### config.mk
export PLATFORM = sky130hd
export DESIGN_NAME = light_effect_engine
export DESIGN_NICKNAME = d
export VERILOG_FILES = /design/src/rtl/light_effect_engine.sv
export SDC_FILE = /design/constraint.sdc
export NUM_CORES = 1
export LEC_CHECK = 0
export CAP_MARGIN = 20
export CORE_AREA = 2 2 136 105
export DETAILED_ROUTE_END_ITERATION = 10
export DIE_AREA = 0 0 138 107
export GPL_ROUTABILITY_DRIVEN = 0
export PLACE_DENSITY = 0.65
export SYNTH_ARGS = -nofsm -noshare
export SYNTH_HDL_FRONTEND = slang
export SYNTH_SLANG_ARGS = --single-unit
### constraint.sdc
create_clock -name iCpuClock -period 3.3 [get_ports iCpuClock]
set_input_delay 0.66 -clock iCpuClock [delete_from_list [all_inputs] [get_ports iCpuClock]]
set_output_delay 0.66 -clock iCpuClock [all_outputs]
set_load 0.005 [all_outputs]
### src/rtl/light_effect_engine.sv
// light_effect_engine
//
// Takes the 24-bit light word from the LED driver stage and produces the
// registered LED pin vector. One of four effects is applied:
//   mode 00 pass-through, 01 blink, 10 PWM dim, 11 rotate-scroll.
// Effect registers are written over the shared IO write path. The block is
// selected by iDoEffectWrite.
//
// Optional feature: define LIGHT_EFFECT_READBACK_EN to add the iDoIORead
// input and the combinational oEffectReadData register readback output.
//
// Ports:
//   iCpuClock           clock, all flops on the rising edge
//   iCpuReset           synchronous active-low reset
//   iDoIOWrite          IO write strobe
//   iDoEffectWrite      effect-block chip select
//   iEffectAddress      00 mode, 01 period, 10 duty, 11 reserved
//   iEffectDataToWrite  write data
//   iLightPattern       light word from the LED driver stage
//   iDoIORead           (readback build only) IO read strobe
//   oEffectReadData     (readback build only) register readback
//   oFpgaLights         registered LED pin vector
//   oEffectTick         one-cycle prescaler tick pulse

module light_effect_engine #(
    parameter logic [15:0] DEFAULT_PERIOD = 16'd49999,
    parameter logic [7:0]  DEFAULT_DUTY   = 8'h80
) (
    input  logic        iCpuClock,
    input  logic        iCpuReset,
    input  logic        iDoIOWrite,
    input  logic        iDoEffectWrite,
    input  logic [1:0]  iEffectAddress,
    input  logic [15:0] iEffectDataToWrite,
    input  logic [23:0] iLightPattern,
`ifdef LIGHT_EFFECT_READBACK_EN
    input  logic        iDoIORead,
    output logic [15:0] oEffectReadData,
`endif
    output logic [23:0] oFpgaLights,
    output logic        oEffectTick
);

    localparam logic [1:0] MODE_PASS   = 2'b00;
    localparam logic [1:0] MODE_BLINK  = 2'b01;
    localparam logic [1:0] MODE_DIM    = 2'b10;
    localparam logic [1:0] MODE_SCROLL = 2'b11;

    localparam logic [1:0] ADDR_MODE   = 2'b00;
    localparam logic [1:0] ADDR_PERIOD = 2'b01;
    localparam logic [1:0] ADDR_DUTY   = 2'b10;

    logic [1:0]  mode_q,   mode_d;
    logic [15:0] period_q, period_d;
    logic [7:0]  duty_q,   duty_d;
    logic [15:0] cnt_q,    cnt_d;
    logic [7:0]  pwm_cnt_q, pwm_cnt_d;
    logic        phase_q,  phase_d;
    logic [23:0] rot_q,    rot_d;
    logic [23:0] shadow_q, shadow_d;
    logic [23:0] lights_q, lights_d;
    logic        tick_q,   tick_d;

    logic wr_en;
    logic mode_wr;
    logic tick_hit;

    assign wr_en    = iDoIOWrite & iDoEffectWrite;
    assign mode_wr  = wr_en && (iEffectAddress == ADDR_MODE);
    assign tick_hit = (cnt_q == period_q);

    always_comb begin
        mode_d    = mode_q;
        period_d  = period_q;
        duty_d    = duty_q;
        cnt_d     = cnt_q;
        pwm_cnt_d = pwm_cnt_q + 8'd1;
        phase_d   = phase_q;
        rot_d     = rot_q;
        shadow_d  = shadow_q;
        tick_d    = 1'b0;
        lights_d  = 24'h0;

        if (wr_en) begin
            case (iEffectAddress)
                ADDR_MODE:   mode_d   = iEffectDataToWrite[1:0];
                ADDR_PERIOD: period_d = iEffectDataToWrite;
                ADDR_DUTY:   duty_d   = iEffectDataToWrite[7:0];
                default:     ;
            endcase
        end

        // A mode write restarts every effect from a known point and
        // swallows a tick landing on the same edge.
        if (mode_wr) begin
            cnt_d     = 16'h0;
            pwm_cnt_d = 8'h0;
            phase_d   = 1'b1;
            rot_d     = iLightPattern;
            shadow_d  = iLightPattern;
        end else begin
            if (tick_hit) begin
                cnt_d   = 16'h0;
                tick_d  = 1'b1;
                phase_d = ~phase_q;
            end else begin
                // Period lowered below cnt: let cnt wrap through 16'hFFFF.
                cnt_d = cnt_q + 16'd1;
            end

            if (mode_q == MODE_SCROLL) begin
                // A new input word restarts the scroll, beating any rotate.
                if (iLightPattern != shadow_q) begin
                    rot_d    = iLightPattern;
                    shadow_d = iLightPattern;
                end else if (tick_hit) begin
                    rot_d = {rot_q[22:0], rot_q[23]};
                end
            end else begin
                shadow_d = iLightPattern;
            end
        end

        // Output uses the mode/phase in effect before this edge.
        case (mode_q)
            MODE_PASS:   lights_d = iLightPattern;
            MODE_BLINK:  lights_d = phase_q ? iLightPattern : 24'h0;
            MODE_DIM:    lights_d = (pwm_cnt_q < duty_q) ? iLightPattern : 24'h0;
            MODE_SCROLL: lights_d = rot_q;
            default:     lights_d = 24'h0;
        endcase
    end

    always_ff @(posedge iCpuClock) begin
        if (!iCpuReset) begin
            mode_q    <= MODE_PASS;
            period_q  <= DEFAULT_PERIOD;
            duty_q    <= DEFAULT_DUTY;
            cnt_q     <= 16'h0;
            pwm_cnt_q <= 8'h0;
            phase_q   <= 1'b1;
            rot_q     <= 24'h0;
            shadow_q  <= 24'h0;
            lights_q  <= 24'h0;
            tick_q    <= 1'b0;
        end else begin
            mode_q    <= mode_d;
            period_q  <= period_d;
            duty_q    <= duty_d;
            cnt_q     <= cnt_d;
            pwm_cnt_q <= pwm_cnt_d;
            phase_q   <= phase_d;
            rot_q     <= rot_d;
            shadow_q  <= shadow_d;
            lights_q  <= lights_d;
            tick_q    <= tick_d;
        end
    end

    assign oFpgaLights = lights_q;
    assign oEffectTick = tick_q;

`ifdef LIGHT_EFFECT_READBACK_EN
    always_comb begin
        oEffectReadData = 16'h0;
        if (iDoIORead && iDoEffectWrite) begin
            case (iEffectAddress)
                ADDR_MODE:   oEffectReadData = {14'b0, mode_q};
                ADDR_PERIOD: oEffectReadData = period_q;
                ADDR_DUTY:   oEffectReadData = {8'b0, duty_q};
                default:     oEffectReadData = 16'h0;
            endcase
        end
    end
`endif

endmodule
==> impl_metrics.tcl, run 1 <==
set metrics [dict create \
    grt_pass1_wl_mm 22.59 \
    clkTransAtPathRegs_ns 0.05 \
    hold_viol_final 0 \
    startpoint_type "input pin" \
    first_global_vias 4399 \
    synth_compound_area_frac 0.1249 \
    slew_violations 0 \
    worstSetupEndpointType "flop" \
    dieArea_mm2 0.01477 \
    synth_common_cells "dfxtp_1 (124), nand2_1 (112), nand3_1 (46)" \
    rsz0062_at_grt "false" \
    antenna_found_initial 0 \
    synth_simple_gate_area_share 0.2274 \
    setup_viol 0 \
    syn_area_per_cell_um2 8.754 \
    fin_worst_skew_ns 0.01149 \
    via_per_inst 5.257 \
    async_reset_ff_frac 0 \
    worstMarginPinSlew_ns 0.6809 \
    synth_most_common_cell "dfxtp_1" \
    p_leak_nw 2.737 \
    synthMuxAreaShare 0 \
    clk_latency_ns 0.41 \
    ant_nets 0 \
    maxCapViolations 0 \
    ioPinCount 71 \
    num_rows 37 \
    hold_buffers 0 \
    pre_cts_slack_ns 0.4683 \
    synth_seq_area_share 0.4695 \
    p_per_area_mw_per_mm2 581.1 \
    synth_xor_area_frac 0.1010 \
    drc 0 \
    relSlewSlack 0.5436 \
    wl_per_cell_um 16.11 \
    core_region_area_mm2 0.01343 \
    synth_fa_ha_area_frac 0.02130 \
    drt_wl_total_mm 13.87 \
    yosysTopAreaCellShare 0.4695 \
    period_share 0.7375 \
    arrival_ns 2.70 \
    synth.area.top_cells "dfxtp_1 (47%), nand2_1 (8.0%), xor2_1 (5.8%)" \
    final_layout_size_suffix_gt1_frac 0.09038 \
    final_nets 728 \
    synth_cells 604 \
    hp-class "reg -> reg" \
    cts_buffers 17 \
    vias 4526 \
    synth_top_area_cell "dfxtp_1" \
    post_cts_buffers 0 \
    synth_edf_count 0 \
    synth_top_family_by_area "simple AND/OR/NAND/NOR gates" \
    grt_max_degree 50 \
    htree_levels 4 \
    drt_iter0_markers 354 \
    ys_types 36 \
    first_pass_iters 5 \
    synth_flop_cell "dfxtp_1" \
    area_growth_syn_to_layout_pct 29.67 \
    ctsResizeCount 0 \
    cts_sinks 124 \
    die_w_um 138 \
    syn_area_mm2 0.005288 \
    cp.required_ns 3.57 \
    period_minus_slack_ns 2.434 \
    peakVddDrop_mv 0.3945 \
    tns_ns 0 \
    tritoncts "yes" \
    n_antenna_cell 0 \
    ctsRootBufferMaster "clkbuf_16" \
    die_h_um 107 \
    path_max_fanout 16 \
    max_freq_mhz 410.9 \
    grt-ovfl-total 0 \
    synth_seq_cells 124 \
    synth_nets 659 \
    status "finished, final reports clean" \
    grt_usage 0.1917 \
    initial_utilization 0.3938 \
    synth_warnings 0 \
    port_buffers 70 \
    layout_setup_ws_ns 0.8664 \
    cts_buffer_depth 2 \
    crit_type "in -> reg" \
    hpwl_mm 9.519 \
]
## worst max-delay path, cell delays in order
cell and delay (ns):
clkdlybuf4s50_1 0.47, nand2_1 0.10, or3_1 0.50, nand2_1 0.33, or2_1 0.52, nor2_1 0.11
## placed cells by master, fill, tap and decap left out, types with 7 or more instances in the layout
cell | synthesis | layout
clkbuf_16 | 0 | 17
ha_1 | 9 | 9
a21oi_1 | 19 | 18
o31ai_1 | 24 | 24
a31oi_1 | 24 | 24
and3_1 | 7 | 7
xnor2_1 | 26 | 26
nand4_1 | 26 | 26
nor2_1 | 30 | 29
xor2_1 | 35 | 35
inv_1 | 34 | 34
clkdlybuf4s50_1 | 0 | 70
nand3_1 | 46 | 46
nand2_1 | 112 | 112
buf_4 | 3 | 14
a22oi_1 | 24 | 24
dfxtp_1 | 124 | 124
## cells by family (layout without fill, tap and decap cells)
group           after synthesis  after routing
flops                       124            124
fa+ha+maj                     9              9
compound gates               96             96
simple gates                244            244
xor+xnor                     61             61
buf+inv                      70            152
## worst paths after layout
kind	to	depth (start not counted)	slack [ns]	from
worst min-delay path	duty_q[4]	2	0.46	duty_q[4]
worst max register to register	cnt_q[6]	6	1.09	cnt_q[11]
worst min register to register	duty_q[4]	2	0.46	duty_q[4]
worst max-delay path	cnt_q[6]	6	0.87	iDoIOWrite
## power breakdown
part	switching [mW]	internal [mW]	total, mW
logic	0.162	0.168	0.330
registers	0.0358	1.56	1.60
clock network	0.661	1.39	2.06
total	0.859	3.13	3.98
## per-stage QoR
stage                     area (µm²)    util  hold slack (ns)  instances  power (mW)
after global routing            6857  0.5107           0.4793        861       4.127
after CTS                       6857  0.5107           0.4571        861       4.015
after detailed placement        6198  0.4617           0.4496        829       1.957
after floorplan                 5288       -           0.4363        604       1.778
final                           6857  0.5107           0.4571        861       3.985
after global placement          6171  0.4596           0.4456        828       1.951
## per-layer routing
metal  track usage  vias up  share of wire
li1              -     2220              -
met1        0.2714     2120           0.50
met2        0.2779      174           0.42
met3       0.06387       12          0.071
met4       0.05394        0         0.0071
met5             0        -              0
## registers in the layout, summed over array words and instances (netlist names)
name	flops
oFpgaLights	24
cnt_q	16
phase_q	1
shadow_q	24
period_q	16
pwm_cnt_q	8
mode_q	2
duty_q	8
oEffectTick	1
rot_q	24
## cell type report
type / count / area, µm²
Inverter: 34 / 127.6
Multi-Input combinational cell: 410 / 2516
Fill cell: 1201 / 6569
Timing Repair Buffer: 86 / 853.3
Clock inverter: 12 / 191.4
Sequential cell: 124 / 2482
Tap cell: 175 / 219.0
Clock buffer: 20 / 466.7
No activity file was read; power rests on OpenSTA's default activity.
==> run 2, diff against run 1 <==
==> constraint.sdc (replaced) <==
create_clock -name iCpuClock -period 2.5 [get_ports iCpuClock]
set_input_delay 0.5 -clock iCpuClock [delete_from_list [all_inputs] [get_ports iCpuClock]]
set_output_delay 0.5 -clock iCpuClock [all_outputs]
set_load 0.005 [all_outputs]
==> run 2 against run 1 <==
- combinational power rose by 43%
- utilization rose by 1.7 points
- hold slack better by 0.0045 ns
- first-iteration DRC count is 20% higher
- global-route usage up 0.60 points
- sequential share of layout area down 1.2 points
- via count up 2.6%
- die area is the same
- critical path depth up 2
- clock skew down 0.0034 ns
- non-clock buffer count up 30
- highest routed layer unchanged
- cell area increased by 3.3%
==> impl_metrics.tcl, run 2 (synthesis results as in run 1) <==
set metrics [dict create \
    status "finished, final reports clean" \
    n_antenna_cell 0 \
    post_cts_buffers 0 \
    p_per_area_mw_per_mm2 734.5 \
    final_nets 758 \
    drc 0 \
    core_region_area_mm2 0.01343 \
    clk_latency_ns 0.42 \
    ant_nets 0 \
    ioPinCount 71 \
    tritoncts "yes" \
    p_int_mw 4.031 \
    slew_violations 0 \
    first_pass_iters 5 \
    p_seq_frac 0.406 \
    period_minus_slack_ns 2.345 \
    setup_viol 0 \
    path_max_fanout 10 \
    place_area_mm2 0.006449 \
    mostFrequentLayoutCell "dfxtp_1" \
    power.switching_mw 1.171 \
    hold_buffers 0 \
    crit_type "in -> reg" \
    drt_wl_total_mm 14.32 \
    cts_sinks 124 \
    ctsRootBufferMaster "clkbuf_16" \
    maxCapViolations 0 \
    grt-ovfl-total 0 \
    drt_iter0_markers 426 \
    rsz0062_at_grt "false" \
    first_global_vias 4496 \
    peakVddDrop_mv 0.5141 \
    max_freq_mhz 426.4 \
    grt_pass1_wl_mm 23.08 \
    final_area_mm2 0.007082 \
    relSlewSlack 0.5049 \
    antenna_found_initial 0 \
    hp-class "reg -> reg" \
    cp.required_ns 2.84 \
    hpwl_mm 10.11 \
    dieArea_mm2 0.01477 \
    p_leak_nw 2.857 \
    htree_levels 4 \
    port_buffers 70 \
    wl_per_cell_um 16.07 \
    period_share 0.9382 \
    post-route-util 0.5275 \
    startpoint_type "input pin" \
    worstMarginPinSlew_ns 0.7418 \
    die_h_um 107 \
    num_rows 37 \
    grt_usage 0.1977 \
    cts_buffer_depth 2 \
    clkPwrFrac 0.503 \
    cts_buffers 17 \
    switching_share 0.2252 \
    die_w_um 138 \
    arrival_ns 2.68 \
    worstSetupEndpointType "flop" \
    area_growth_syn_to_layout_pct 33.93 \
    mostFrequentLayoutCells "dfxtp_1 (124), nand2_1 (112), clkdlybuf4s50_1 (70), nand3_1 (46), buf_4 (41)" \
    vias 4644 \
    fin_worst_skew_ns 0.008051 \
    clkTransAtPathRegs_ns 0.06 \
    hold_viol_final 0 \
    initial_utilization 0.3938 \
    via_per_inst 5.212 \
    final_layout_size_suffix_gt1_frac 0.1271 \
    grt_max_degree 41 \
    comb_power_share 0.091 \
]
## run 2: stage by stage
| step | power, mW | cells | setup WS (ns) | hold WS, ns | TNS (ns) |
|---|---|---|---|---|---|
| CTS | 5.227 | 891 | 0.09584 | 0.4621 | 0 |
| global route | 5.366 | 891 | 0.06035 | 0.4892 | 0 |
| finish | 5.202 | 891 | 0.1545 | 0.4616 | 0 |
| detailed placement | 2.620 | 859 | -0.2639 | 0.4555 | -5.487 |
| global placement | 2.609 | 858 | -0.2298 | 0.4457 | -5.021 |
| floorplan | 2.346 | 604 | 0.4993 | 0.4363 | 0 |
## run 2: path summary, 6_finish.rpt
path | start | to | slack (ns) | cells past startpoint
setup / recovery | iLightPattern[15] | rot_q[2] | 0.15 | 8
hold / removal | duty_q[0] | duty_q[0] | 0.46 | 2
setup reg to reg | shadow_q[15] | rot_q[2] | 0.36 | 7
hold reg to reg | duty_q[0] | duty_q[0] | 0.46 | 2
## run 2: critical path, stage by stage
cell and delay [ns]:
clkdlybuf4s50_1 0.44, xor2_1 0.18, nor4_2 0.40, nand2_1 0.20, o41ai_4 0.45, buf_4 0.25
nand2_1 0.09, a31oi_1 0.16
## run 2: timing repair
action,CTS,global route
endpoints found under the setup margin,0,8
gates resized for setup,0,1
hold endpoints to repair,0,0
## run 2: cell type report
type	count	area [µm²]
Clock buffer	21	460.4
Clock inverter	11	166.4
Fill cell	1217	6344
Inverter	34	127.6
Multi-Input combinational cell	410	2522
Sequential cell	124	2482
Tap cell	175	219.0
Timing Repair Buffer	116	1104
## run 2: power groups by stage
stage | clock network (mW) | logic (mW) | registers (mW)
2_1_floorplan | 0 | 0.201 | 2.15
6_report | 2.62 | 0.471 | 2.11
3_5_place_dp | 0 | 0.467 | 2.15
5_1_grt | 2.73 | 0.511 | 2.12
3_3_place_gp | 0 | 0.459 | 2.15
4_1_cts | 2.64 | 0.471 | 2.11
## run 2: metal layers
| layer | wire (µm) | vias up | global-route usage |
|---|---|---|---|
| met1 | 6722 | 2182 | 0.2700 |
| met3 | 982 | 18 | 0.05360 |
| met4 | 216 | 0 | 0.06851 |
| met5 | 0 | - | 0 |
| li1 | - | 2286 | - |
| met2 | 6398 | 158 | 0.3027 |
==> run 3, diff against run 2 <==
--- a/config.mk
+++ b/config.mk
@@ -11,6 +11,7 @@
 export DIE_AREA = 0 0 138 107
 export GPL_ROUTABILITY_DRIVEN = 0
 export PLACE_DENSITY = 0.65
+export RECOVER_POWER = 50
 export SYNTH_ARGS = -nofsm -noshare
 export SYNTH_HDL_FRONTEND = slang
 export SYNTH_SLANG_ARGS = --single-unit
==> run 3 against run 2 <==
- clock power barely moved
- non-clock buffer count did not move
- total power fell by 0.44%
- hold slack barely moved
- maximum frequency rose by 0.97%
- first-iteration DRC count rose by 0.94%
- count of clock-buffer cells in the layout did not move
- highest routed layer unchanged
- utilization fell by 0.14 points
- wire length fell by 0.32%
- global-route usage did not move
- critical endpoint unchanged
- critical path type unchanged
- clock skew barely moved
==> impl_metrics.tcl, run 3 (synthesis results as in run 1) <==
set metrics [dict create \
    status "finished, final reports clean" \
    critical_path.cell_chain "clkdlybuf4s50_1 -> xor2_1 -> nor4_2 -> nand2_1 -> o41ai_4 -> buf_4 -> nand2_1 -> a31oi_1" \
    cp.required_ns 2.84 \
    r2r_slack_ns 0.39 \
    drt_wl_total_mm 14.27 \
    area_growth_syn_to_layout_pct 33.58 \
    grt_pass1_wl_mm 23.08 \
    startpoint_type "input pin" \
    slew_violations 0 \
    ant_nets 0 \
    hpwl_mm 10.11 \
    worstSetupStartpoint "iLightPattern[15]" \
    crit_type "in -> reg" \
    drt_iter0_markers 430 \
    path_max_fanout 10 \
    ioPinCount 71 \
    maxCapViolations 0 \
    reg2reg_from "shadow_q[15]" \
    antenna_found_initial 0 \
    grt_max_degree 41 \
    path_delay_family "buffers and inverters" \
    clkTransAtPathRegs_ns 0.06 \
    final_nets 758 \
    cts_sinks 124 \
    die_h_um 107 \
    cts_buffers 17 \
    period_share 0.9292 \
    worstSetupEndpointType "flop" \
    initial_utilization 0.3938 \
    p_per_area_mw_per_mm2 733.2 \
    crit_cells 8 \
    cts_buffer_depth 2 \
    wl_per_cell_um 16.02 \
    mostFrequentLayoutCells "dfxtp_1 (124), nand2_1 (112), nand3_1 (46), clkdlybuf4s50_1 (46), buf_4 (36)" \
    setup_viol 0 \
    relSlewSlack 0.3276 \
    core_region_area_mm2 0.01343 \
    path_buf_inv 2 \
    rr_worst_depth 7 \
    num_rows 37 \
    r2r-end "rot_q[2]" \
    arrival_ns 2.66 \
    vias 4624 \
    fin_worst_skew_ns 0.008504 \
    crit_top_cell "nand2_1" \
    grt-ovfl-total 0 \
    first_pass_iters 6 \
    hold_buffers 0 \
    htree_levels 4 \
    peakVddDrop_mv 0.5094 \
    clk_latency_ns 0.42 \
    via_per_inst 5.190 \
    critPathMaxStageDelay_ns 0.46 \
    die_w_um 138 \
    ctsRootBufferMaster "clkbuf_16" \
    hp-class "reg -> reg" \
    grt_usage 0.1977 \
    n_antenna_cell 0 \
    first_global_vias 4496 \
    crit_path_end "rot_q[2]" \
    period_minus_slack_ns 2.323 \
    tritoncts "yes" \
    port_buffers 70 \
    hold_viol_final 0 \
    nFillCells 1221 \
    finalPower_mw 5.179 \
    multiInputGateArea_mm2 0.002522 \
    p_leak_nw 2.856 \
    max_freq_mhz 430.5 \
    critPathSlowestCell "o41ai_4" \
    worstHoldPathCells 2 \
    worstMarginPinSlew_ns 1.009 \
    mostFrequentLayoutCell "dfxtp_1" \
    final_layout_size_suffix_gt1_frac 0.1201 \
    layout_setup_ws_ns 0.1770 \
    drc 0 \
    pre_cts_slack_ns -0.2639 \
    dieArea_mm2 0.01477 \
    rsz0062_at_grt "false" \
    regArea_mm2 0.002482 \
]
## run 3: cell count changes in the layout (fill, tap and decap cells not counted)
cell | before | now
and2_1 | 1 | 0
buf_4 | 41 | 36
dlygate4sd3_1 | 0 | 24
clkbuf_1 | 2 | 7
and2_0 | 0 | 1
clkdlybuf4s50_1 | 70 | 46
## run 3: area by class of cell
| cell class | instances | share of cell area |
|---|---|---|
| clock inverter | 11 | 0.02356 |
| inverter | 34 | 0.01807 |
| tap | 175 | 0.03100 |
| timing repair buffer | 116 | 0.1536 |
| sequential | 124 | 0.3515 |
| multi-input combinational | 410 | 0.3571 |
| clock buffer | 21 | 0.06519 |
## run 3: worst reg2reg max path: cells and delay by family (launching register included)
family | cells | cell delay (ns)
AOI/OAI and AO/OA | 2 | 0.62
xor gates and xnor gates | 1 | 0.18
and+or+nand+nor | 3 | 0.65
buffers and inverters | 1 | 0.25
DFF | 1 | 0.31
## run 3: worst min-delay path by stage
stage	start	endpoint	slack [ns]
floorplan	duty_q[1]	duty_q[1]	0.44
global placement	duty_q[5]	duty_q[5]	0.45
detailed placement	duty_q[0]	duty_q[0]	0.46
CTS	duty_q[0]	duty_q[0]	0.46
global route	duty_q[0]	duty_q[0]	0.49
finish	duty_q[0]	duty_q[0]	0.46
## run 3: power breakdown
| part | internal [mW] | switching [mW] | total (mW) |
|---|---|---|---|
| sequential | 2.06 | 0.0469 | 2.11 |
| clock | 1.72 | 0.898 | 2.61 |
| combinational | 0.237 | 0.219 | 0.456 |
| total | 4.02 | 1.16 | 5.18 |
## run 3: metal layers
layer / vias to the layer above / track usage / share of wire
met4: 0 / 0.06851 / 0.014
met5: - / 0 / 0
met1: 2177 / 0.2700 / 0.48
met2: 146 / 0.3027 / 0.44
met3: 17 / 0.05360 / 0.063
li1: 2284 / - / -
## run 3: metrics by stage
step / hold WS, ns / area [µm²] / setup TNS [ns] / utilization / std cells
after floorplan: 0.4363 / 5288 / 0 / - / 604
after global placement: 0.4457 / 6434 / -5.021 / 0.4792 / 858
after detailed placement: 0.4555 / 6449 / -5.487 / 0.4803 / 859
after CTS: 0.4621 / 7076 / 0 / 0.5270 / 891
after global routing: 0.4892 / 7063 / 0 / 0.5261 / 891
final: 0.4618 / 7063 / 0 / 0.5261 / 891
## run 3: repair_timing
action                                  4_1_cts  5_1_grt
resized for setup                             0        1
endpoints found under the setup margin        0        8
setup buffers                                 0        0
